===== src/rtl/serial_ripple_subtractor.sv =====
// Bit-serial borrow-ripple subtractor: Diff = A - B - Bin, one bit per clock, LSB first.
// Start/busy/done handshake; Diff and Bout update only on the completion edge.
module serial_ripple_subtractor #(
  parameter int WIDTH = 4
) (
  input  logic             clk,
  input  logic             rst_n,
  input  logic             start,
  input  logic [WIDTH-1:0] A,
  input  logic [WIDTH-1:0] B,
  input  logic             Bin,
  output logic             busy,
  output logic             done,
  output logic [WIDTH-1:0] Diff,
  output logic             Bout
);

  localparam int CW = $clog2(WIDTH) + 1;

  typedef enum logic {IDLE, RUN} state_t;

  state_t           state;
  logic [WIDTH-1:0] a_sr;
  logic [WIDTH-1:0] b_sr;
  logic [WIDTH-1:0] res_sr;
  logic             br;
  logic [CW-1:0]    cnt;

  logic bit_a;
  logic bit_b;
  logic d;
  logic br_next;

  // Single full-subtractor stage operating on the current LSBs.
  assign bit_a   = a_sr[0];
  assign bit_b   = b_sr[0];
  assign d       = bit_a ^ bit_b ^ br;
  assign br_next = (~bit_a & bit_b) | (~bit_a & br) | (bit_b & br);

  always_ff @(posedge clk) begin
    if (!rst_n) begin
      state  <= IDLE;
      a_sr   <= '0;
      b_sr   <= '0;
      res_sr <= '0;
      br     <= 1'b0;
      cnt    <= '0;
      busy   <= 1'b0;
      done   <= 1'b0;
      Diff   <= '0;
      Bout   <= 1'b0;
    end else begin
      done <= 1'b0;
      case (state)
        IDLE: begin
          if (start) begin
            a_sr   <= A;
            b_sr   <= B;
            br     <= Bin;
            cnt    <= '0;
            res_sr <= '0;
            busy   <= 1'b1;
            state  <= RUN;
          end
        end
        RUN: begin
          a_sr   <= {1'b0, a_sr[WIDTH-1:1]};
          b_sr   <= {1'b0, b_sr[WIDTH-1:1]};
          br     <= br_next;
          res_sr <= {d, res_sr[WIDTH-1:1]};
          cnt    <= cnt + CW'(1);
          // Last bit: publish the result including this cycle's difference bit.
          if (cnt == CW'(WIDTH - 1)) begin
            Diff  <= {d, res_sr[WIDTH-1:1]};
            Bout  <= br_next;
            done  <= 1'b1;
            busy  <= 1'b0;
            state <= IDLE;
          end
        end
      endcase
    end
  end

endmodule


===== config.mk =====
export PLATFORM = sky130hd
export DESIGN_NAME = serial_ripple_subtractor
export DESIGN_NICKNAME = d
export VERILOG_FILES = /design/src/rtl/serial_ripple_subtractor.sv
export SDC_FILE = /design/constraint.sdc
export NUM_CORES = 1
export LEC_CHECK = 0
export BUFFER_PORTS_ARGS = -buffer_cell sky130_fd_sc_hd__buf_2
export CAP_MARGIN = 20
export CORE_ASPECT_RATIO = 1.5
export CORE_MARGIN = 2
export CORE_UTILIZATION = 54
export CTS_CLUSTER_SIZE = 8
export DETAILED_ROUTE_END_ITERATION = 7
export GPL_TIMING_DRIVEN = 0
export PLACE_DENSITY = 0.78
export SYNTH_ARGS = -nofsm -noshare
export SYNTH_HDL_FRONTEND = slang
export SYNTH_SLANG_ARGS = --single-unit

===== constraint.sdc =====
create_clock -name clk -period 2.9 [get_ports clk]
set_input_delay 0.29 -clock clk [delete_from_list [all_inputs] [get_ports clk]]
set_output_delay 0.29 -clock clk [all_outputs]
set_load 0.02 [all_outputs]

==> out/metrics.yaml, run 1 <==
outcome: "completed"
rsz0062_at_grt: "false"
yosys_warnings: 0
seq_area_frac_synth_pct: 43.5
vias: 788
cts.reportedPaths.clkPinSlew_ps: 130
die_width_um: 40.2
ctsHoldBuffers: 0
dieArea_um2: 2340
grt_pass1_wl_um: 3350
wl_per_cell_um: 13.1
power.leakage_nw: 0.512
seqCellArea_um2: 460
p_int_mw: 0.425
synth_nets: 118
period_needed_ps: 1360
post-route-util_pct: 65.3
start_util_pct: 57.8
dp_cells: 140
tns_ps: 0
power.density_nw_per_um2: 477
final_common_cell: "dfxtp_1"
drive_gt1_share_pct: 24.4
ant_nets: 0
place_area_um2: 1170
maxCapViolCount: 0
seqPwrFrac_pct: 59.8
row_count: 19
final_area_um2: 1200
cp_max_fo: 10
setup_viol: 0
fmax_ghz: 0.733
grt_pass1_vias: 796
hold_viol: 0
setup.worst_path.class: "reg2reg"
layout_common_cells: "dfxtp_1 (23), buf_2 (18), a21oi_1 (12)"
crit_family: "flip-flops"
finalClockSkew_ps: 4.47
dp_hpwl_um: 1390
grt_max_degree: 13
p_total_mw: 0.571
drc: 0
slowest_stage: "dfxtp_1"
synth.avg_cell_area_um2: 10.4
synth_cell_types: 25
pwr-share-clk_pct: 26.3
area.growth.synth_to_final_pct: 13.0
place_congestion: 0.670
finalCritPeriodShare_pct: 47.1
drtIter0Drc: 5
end_kind: "flip-flop"
crit_path_max_incr_delay_ps: 370
layout_setup_ws_ps: 1540
path_cells: "ha_1, ha_1, buf_2, a21oi_2, a311oi_2"
drt_first_pass_iters: 2
worstMarginPinSlew_ps: 436
dpl_worst_slack_ps: 1560
hp-class: "in2reg"
multi_input_comb_area_um2: 513
vdd_drop_max_v: 0.000303
overflow: 0
cts.htree.levels: 1
cts_buffers: 3
cts_sinks: 23
cpMostUsedCell: "ha_1"
synth-seq-cells: 23
syn_area_um2: 1060
slew_violations: 0
cts_buffer_depth: 2
cp.required_ps: 3130
port_buffers: 17
switchingPower_mw: 0.146
ios: 19
stdcell_count: 144
power_frac_comb_pct: 13.9
syn_inst: 102
fill_cells: 171
cp.arrival_ps: 1590
cp-start-kind: "flip-flop"
clk_latency_ps: 310
fp.dieH_um: 58.2
cts_root_buf: "clkbuf_4"
insertedDiodeCount: 0
wirelength_um: 1890
path_buf_inv: 1
cts_tree: "done"
drt-vias-per-instance: 5.47
antenna_found_initial: 0
fin_nets: 140
finalHoldWorstSlack_ps: 202
grt.total_usage_pct: 20.3
cts_resized: 0
core_um2: 1830
post-cts-setup-buffers: 0
max_slew_margin_pct: 70.9
p_sw_share_pct: 25.6
## final cells by class
cell class                      instances  area share, %
Multi-Input combinational cell         68           42.9
Sequential cell                        23           38.5
Timing Repair Buffer                   17           7.11
Buffer                                  7           5.86
Clock buffer                            4           2.20
Tap cell                               21           2.20
Inverter                                4           1.26
## cell usage after synthesis
cell type / number / area [um2]
buf_4: 1 / 7.51
fa_1: 1 / 20.0
or3b_1: 6 / 52.6
a21oi_1: 12 / 60.1
nor2b_1: 7 / 43.8
dfxtp_1: 23 / 460
buf_2: 1 / 5.00
nand3_1: 4 / 20.0
nand2_1: 3 / 11.3
nand2b_1: 4 / 25.0
buf_1: 1 / 3.75
a21oi_2: 1 / 8.76
inv_2: 2 / 7.51
inv_1: 2 / 7.51
buf_6: 3 / 33.8
a311oi_2: 1 / 15.0
or2b_1: 1 / 7.51
o21ai_1: 1 / 5.00
ha_1: 3 / 37.5
a211oi_1: 7 / 52.6
a21bo_1: 5 / 50.1
mux2i_1: 9 / 90.1
and3_1: 1 / 6.26
nor2_1: 2 / 7.51
buf_12: 1 / 20.0
## worst reg2reg max path, cell delays in order, from the launching register on
cell and delay [ps]:
dfxtp_1 370, ha_1 190, ha_1 170, buf_2 230
a21oi_2 90, a311oi_2 250
## flip-flops by register name (all words and copies together) (netlist names), 3 cells and up
signal / count
b_sr: 4
res_sr: 3
Diff: 4
a_sr: 4
cnt: 3
## cell families after synthesis
group	count (synthesis)	synth area share [%]
adders and majority gates	4	5.44
and+or+nand+nor	28	16.4
DFF	23	43.5
AOI/OAI and AO/OA	27	18.1
buffers and inverters	11	8.04
muxes	9	8.51
## power groups by stage
stage / Clock, mW / Combinational (mW) / Sequential [mW]
after floorplan: 0 / 0.0587 / 0.347
after global placement: 0 / 0.0784 / 0.348
after detailed placement: 0 / 0.0803 / 0.348
after CTS: 0.150 / 0.0807 / 0.341
after global routing: 0.160 / 0.0894 / 0.344
final: 0.150 / 0.0795 / 0.341
## path summary, 6_finish.rpt
| kind | startpoint | end | slack, ps | cells past startpoint |
|---|---|---|---|---|
| max | cnt[0]$_SDFFE_PN0P_ | Diff[3]$_SDFFE_PN0P_ | 1540 | 5 |
| min | B[3] | b_sr[3]$_SDFFE_PN0P_ | 200 | 3 |
| max reg2reg | cnt[0]$_SDFFE_PN0P_ | Diff[3]$_SDFFE_PN0P_ | 1540 | 5 |
| min reg2reg | res_sr[3]$_SDFFE_PN0P_ | res_sr[2]$_SDFFE_PN0P_ | 470 | 2 |
## metal layers
| metal | global-route usage [%] | up-vias | part of all wire [%] |
|---|---|---|---|
| li1 | - | 398 | - |
| met1 | 23.4 | 375 | 45 |
| met2 | 35.5 | 11 | 52 |
| met3 | 2.68 | 4 | 1.9 |
| met4 | 7.88 | 0 | 1.5 |
| met5 | 0 | - | 0 |
Note: power is estimated with default switching activity, not from simulation.
==> inputs of run 2 (changes only) <==
--- a/config.mk
+++ b/config.mk
@@ -9,11 +9,11 @@
 export CAP_MARGIN = 20
 export CORE_ASPECT_RATIO = 1.5
 export CORE_MARGIN = 2
-export CORE_UTILIZATION = 54
+export CORE_UTILIZATION = 53
 export CTS_CLUSTER_SIZE = 8
 export DETAILED_ROUTE_END_ITERATION = 7
 export GPL_TIMING_DRIVEN = 0
-export PLACE_DENSITY = 0.78
+export PLACE_DENSITY = 0.76
 export SYNTH_ARGS = -nofsm -noshare
 export SYNTH_HDL_FRONTEND = slang
 export SYNTH_SLANG_ARGS = --single-unit
==> constraint.sdc (replaced) <==
create_clock -name clk -period 1.3 [get_ports clk]
set_input_delay 0.13 -clock clk [delete_from_list [all_inputs] [get_ports clk]]
set_output_delay 0.13 -clock clk [all_outputs]
set_load 0.02 [all_outputs]
==> out/metrics.yaml, run 2 (synthesized netlist as in run 1, its figures left out) <==
drt_first_pass_iters: 4
cts_buffer_depth: 2
multi_input_comb_area_um2: 522
grt_max_degree: 13
cts_sinks: 23
switchingPower_mw: 0.328
crit_family: "adder cells"
grt_pass1_wl_um: 3240
p_int_mw: 0.952
path_cells: "ha_2, ha_2, buf_6, a21bo_1, a21oi_2"
grt.total_usage_pct: 19.3
area.growth.synth_to_final_pct: 15.5
row_count: 19
finalCritPeriodShare_pct: 95.3
fp.dieH_um: 58.7
end_kind: "flip-flop"
slowest_stage: "dfxtp_2"
setup_viol: 0
finalClockSkew_ps: 3.74
drtIter0Drc: 4
path_buf_inv: 1
vdd_drop_max_v: 0.000789
cts_root_buf: "clkbuf_4"
clk_latency_ps: 310
overflow: 0
power.density_nw_per_um2: 1050
ctsHoldBuffers: 0
cts.htree.levels: 1
die_width_um: 40.5
core_um2: 1850
seqCellArea_um2: 464
p_total_mw: 1.28
insertedDiodeCount: 0
finalHoldWorstSlack_ps: 49.7
slew_violations: 0
largest_registers: "Diff (4), a_sr (4), b_sr (4)"
rsz0062_at_grt: "false"
antenna_found_initial: 0
worstMarginPinSlew_ps: 479
fill_cells: 166
p_sw_share_pct: 25.6
drive_gt1_share_pct: 29.8
wl_per_cell_um: 13.5
wirelength_um: 1960
layout_setup_ws_ps: 61.2
cts_buffers: 3
place_congestion: 0.682
drt-vias-per-instance: 5.51
final_common_cell: "dfxtp_1"
cpMostUsedCell: "ha_2"
start_util_pct: 57.1
cts_tree: "done"
crit_path_max_incr_delay_ps: 340
hold_viol: 0
fmax_ghz: 0.807
cp_max_fo: 10
drc: 0
outcome: "completed"
pwr-share-clk_pct: 26.1
cp-start-kind: "flip-flop"
maxCapViolCount: 0
power_frac_comb_pct: 14.2
fin_nets: 141
port_buffers: 17
cp.arrival_ps: 1490
max_slew_margin_pct: 68.1
dieArea_um2: 2380
period_needed_ps: 1240
hp-class: "in2reg"
layout_common_cells: "dfxtp_1 (20), buf_2 (17), a21oi_1 (11)"
grt_pass1_vias: 761
dp_hpwl_um: 1410
seqPwrFrac_pct: 59.6
ios: 19
vias: 799
ant_nets: 0
dpl_worst_slack_ps: -49.2
cts.reportedPaths.clkPinSlew_ps: 120
cp.required_ps: 1550
setup.worst_path.class: "reg2reg"
power.leakage_nw: 0.515
-- run 2: worst min-delay path, stage by stage --
cell     delay, ps
buf_2           70
mux2i_1         60
nor2_1          80
-- run 2: through the flow --
step	utilization, %	cell area [um2]	cells	TNS, ps
4_1_cts	65.5	1210	145	0
3_5_place_dp	63.1	1170	140	-117
3_3_place_gp	63.1	1170	140	-0.0820
6_report	65.9	1220	145	0
5_1_grt	65.9	1220	145	0
2_1_floorplan	-	1060	102	0
-- run 2: repair_timing --
item,in CTS,in global routing
buffers inserted,1,0
endpoints found under the setup margin,4,4
hold endpoints to repair,0,0
gates resized for setup,4,4
pin swaps,0,1
-- run 2: worst paths after layout --
check                               from                     end  slack (ps)  cells past startpoint
setup / recovery     cnt[0]$_SDFFE_PN0P_    Diff[1]$_SDFFE_PN0P_          60                      5
hold / removal                      B[3]    b_sr[3]$_SDFFE_PN0P_          50                      3
setup reg to reg     cnt[0]$_SDFFE_PN0P_    Diff[1]$_SDFFE_PN0P_          60                      5
hold reg to reg   res_sr[2]$_SDFFE_PN0P_  res_sr[1]$_SDFFE_PN0P_         490                      2
-- run 2: metal layers --
metal,wire (um),track usage (%),up-vias
met5,0,0,-
met4,41,8.57,0
met3,44,2.26,5
met2,983,31.7,12
met1,887,24.0,378
li1,-,-,404
-- run 2: power by group through the flow --
stage / logic (mW) / clock network, mW / registers (mW)
CTS: 0.184 / 0.339 / 0.762
floorplan: 0.131 / 0 / 0.774
global route: 0.200 / 0.364 / 0.769
global placement: 0.175 / 0 / 0.776
finish: 0.182 / 0.334 / 0.763
detailed placement: 0.180 / 0 / 0.777
-- run 2: final cells by class --
class	instances	share of cell area (%)
plain buffers	7	6.24
repair buffers	18	7.57
multi-input cells	68	42.7
clock buffers	4	2.15
well taps	21	2.15
flip-flops and latches	23	38.0
inverters	4	1.23
==> inputs of run 3 (changes only) <==
--- a/config.mk
+++ b/config.mk
@@ -5,11 +5,13 @@
 export SDC_FILE = /design/constraint.sdc
 export NUM_CORES = 1
 export LEC_CHECK = 0
+export ABC_AREA = 0
 export BUFFER_PORTS_ARGS = -buffer_cell sky130_fd_sc_hd__buf_2
 export CAP_MARGIN = 20
 export CORE_ASPECT_RATIO = 1.5
 export CORE_MARGIN = 2
-export CORE_UTILIZATION = 53
+export CORE_UTILIZATION = 54
+export CTS_BUF_LIST = sky130_fd_sc_hd__clkbuf_8
 export CTS_CLUSTER_SIZE = 8
 export DETAILED_ROUTE_END_ITERATION = 7
 export GPL_TIMING_DRIVEN = 0
==> out/metrics.yaml, run 3 (synthesized netlist as in run 1, its figures left out) <==
fin_nets: 141
start_util_pct: 57.8
route.met2.wl_um: 1030
antenna_found_initial: 0
rsz0062_at_grt: "false"
cts.htree.levels: 1
cts_sinks: 23
setup.worst_path.class: "reg2reg"
max_slew_margin_pct: 66.9
die_width_um: 40.2
worstHoldEndpoint: "b_sr[3]$_SDFFE_PN0P_"
dp_hpwl_um: 1400
place_congestion: 0.679
cpMostUsedCell: "ha_2"
slew_violations: 0
hp-start: "B[3]"
clk_latency_ps: 270
grt_pass1_vias: 803
wl_per_cell_um: 13.9
finalCritPeriodShare_pct: 95.5
wl_met1_um: 874
setup_viol: 0
drc: 0
drive_gt1_share_pct: 29.8
hold_viol: 0
cts_tree: "done"
drtIter0Drc: 4
path_buf_inv: 1
hp-class: "in2reg"
grt_pass1_wl_um: 3480
crit_family: "adder cells"
ios: 19
regToRegEndpoint: "Diff[1]$_SDFFE_PN0P_"
end_kind: "flip-flop"
worstMarginPinSlew_ps: 497
vdd_drop_max_v: 0.000877
wl_met3_um: 57
cts.reportedPaths.clkPinSlew_ps: 80
cts_buffers: 3
power.density_nw_per_um2: 1120
ctsHoldBuffers: 0
r2r-start: "cnt[0]$_SDFFE_PN0P_"
drt_first_pass_iters: 3
overflow: 0
path_cells: "ha_2, ha_2, buf_6, a21bo_1, a21oi_2"
port_buffers: 17
fp.dieH_um: 58.2
post-route-util_pct: 67.9
grt_max_degree: 14
outcome: "completed"
reg2regPathDepth: 5
drt-vias-per-instance: 5.46
row_count: 19
core_um2: 1830
period_needed_ps: 1240
top_layer: "met4"
ant_nets: 0
area.growth.synth_to_final_pct: 17.5
cts_buffer_depth: 2
maxCapViolCount: 0
layout_common_cells: "dfxtp_1 (22), buf_2 (17), a21oi_1 (10)"
finalClockSkew_ps: 5.92
grt.total_usage_pct: 22.0
wirelength_um: 2020
crit_path_max_incr_delay_ps: 340
fmax_ghz: 0.806
power.leakage_nw: 0.525
r2r_setup_slack_ps: 60
hold_depth: 3
largest_registers: "Diff (4), a_sr (4), b_sr (4)"
cp-start-kind: "flip-flop"
finalHoldWorstSlack_ps: 93.0
dieArea_um2: 2340
cts_root_buf: "clkbuf_8"
cp.required_ps: 1500
vias: 792
insertedDiodeCount: 0
final_common_cell: "dfxtp_1"
slowest_stage: "dfxtp_2"
cp.arrival_ps: 1440
cp_max_fo: 10
run 3: worst reg2reg max path, cell delays in order (launching register included):
cell,delay [ps]
dfxtp_2,340
ha_2,190
ha_2,180
buf_6,140
a21bo_1,200
a21oi_2,120
run 3: what timing repair did:
| action | 4_1_cts | 5_1_grt |
|---|---|---|
| pin swaps | 0 | 2 |
| endpoints found under the setup margin | 4 | 3 |
| buffers inserted | 0 | 1 |
| resized for setup | 5 | 2 |
run 3: metrics by stage:
step           cells  power [mW]  setup TNS (ps)  worst slack (ps)  area [um2]
4_1_cts          144        1.40               0              19.5        1230
3_5_place_dp     140       0.956            -175             -62.5        1170
3_3_place_gp     140       0.951           -11.5             -5.45        1170
5_1_grt          145        1.46               0             0.459        1240
2_1_floorplan    102       0.905               0              80.5        1060
6_report         145        1.40               0              59.1        1240
run 3: area by class of cell:
type | instances | area, um2
tap | 21 | 26.3
multi-input combinational | 68 | 526
sequential | 23 | 462
fill | 148 | 587
clock inverter | 1 | 5.00
inverter | 4 | 15.0
buffer | 7 | 76.3
clock buffer | 3 | 41.3
timing repair buffer | 18 | 92.6
run 3: how the worst max path moves through the flow:
stage	slack [ps]	startpoint	to	depth (start not counted)
after global routing	0.5	a_sr[0]$_SDFFE_PN0P_	Diff[3]$_SDFFE_PN0P_	3
after detailed placement	-60	cnt[0]$_SDFFE_PN0P_	Diff[3]$_SDFFE_PN0P_	5
after floorplan	80	cnt[0]$_SDFFE_PN0P_	Diff[0]$_SDFFE_PN0P_	5
after CTS	20	cnt[0]$_SDFFE_PN0P_	Diff[3]$_SDFFE_PN0P_	5
after global placement	-5	cnt[0]$_SDFFE_PN0P_	Diff[2]$_SDFFE_PN0P_	5
final	60	cnt[0]$_SDFFE_PN0P_	Diff[1]$_SDFFE_PN0P_	5
run 3: where the power goes:
group / leakage [nW] / total (mW) / internal (mW) / switching (mW)
clock: 0.0255 / 0.452 / 0.214 / 0.238
combinational: 0.311 / 0.181 / 0.0905 / 0.0903
sequential: 0.189 / 0.763 / 0.738 / 0.0242
run 3: routing by layer:
| layer | vias to the layer above | global-route usage, % |
|---|---|---|
| met2 | 12 | 35.3 |
| met1 | 374 | 26.0 |
| met3 | 5 | 4.60 |
| li1 | 401 | - |
| met5 | - | 0 |
| met4 | 0 | 11.8 |
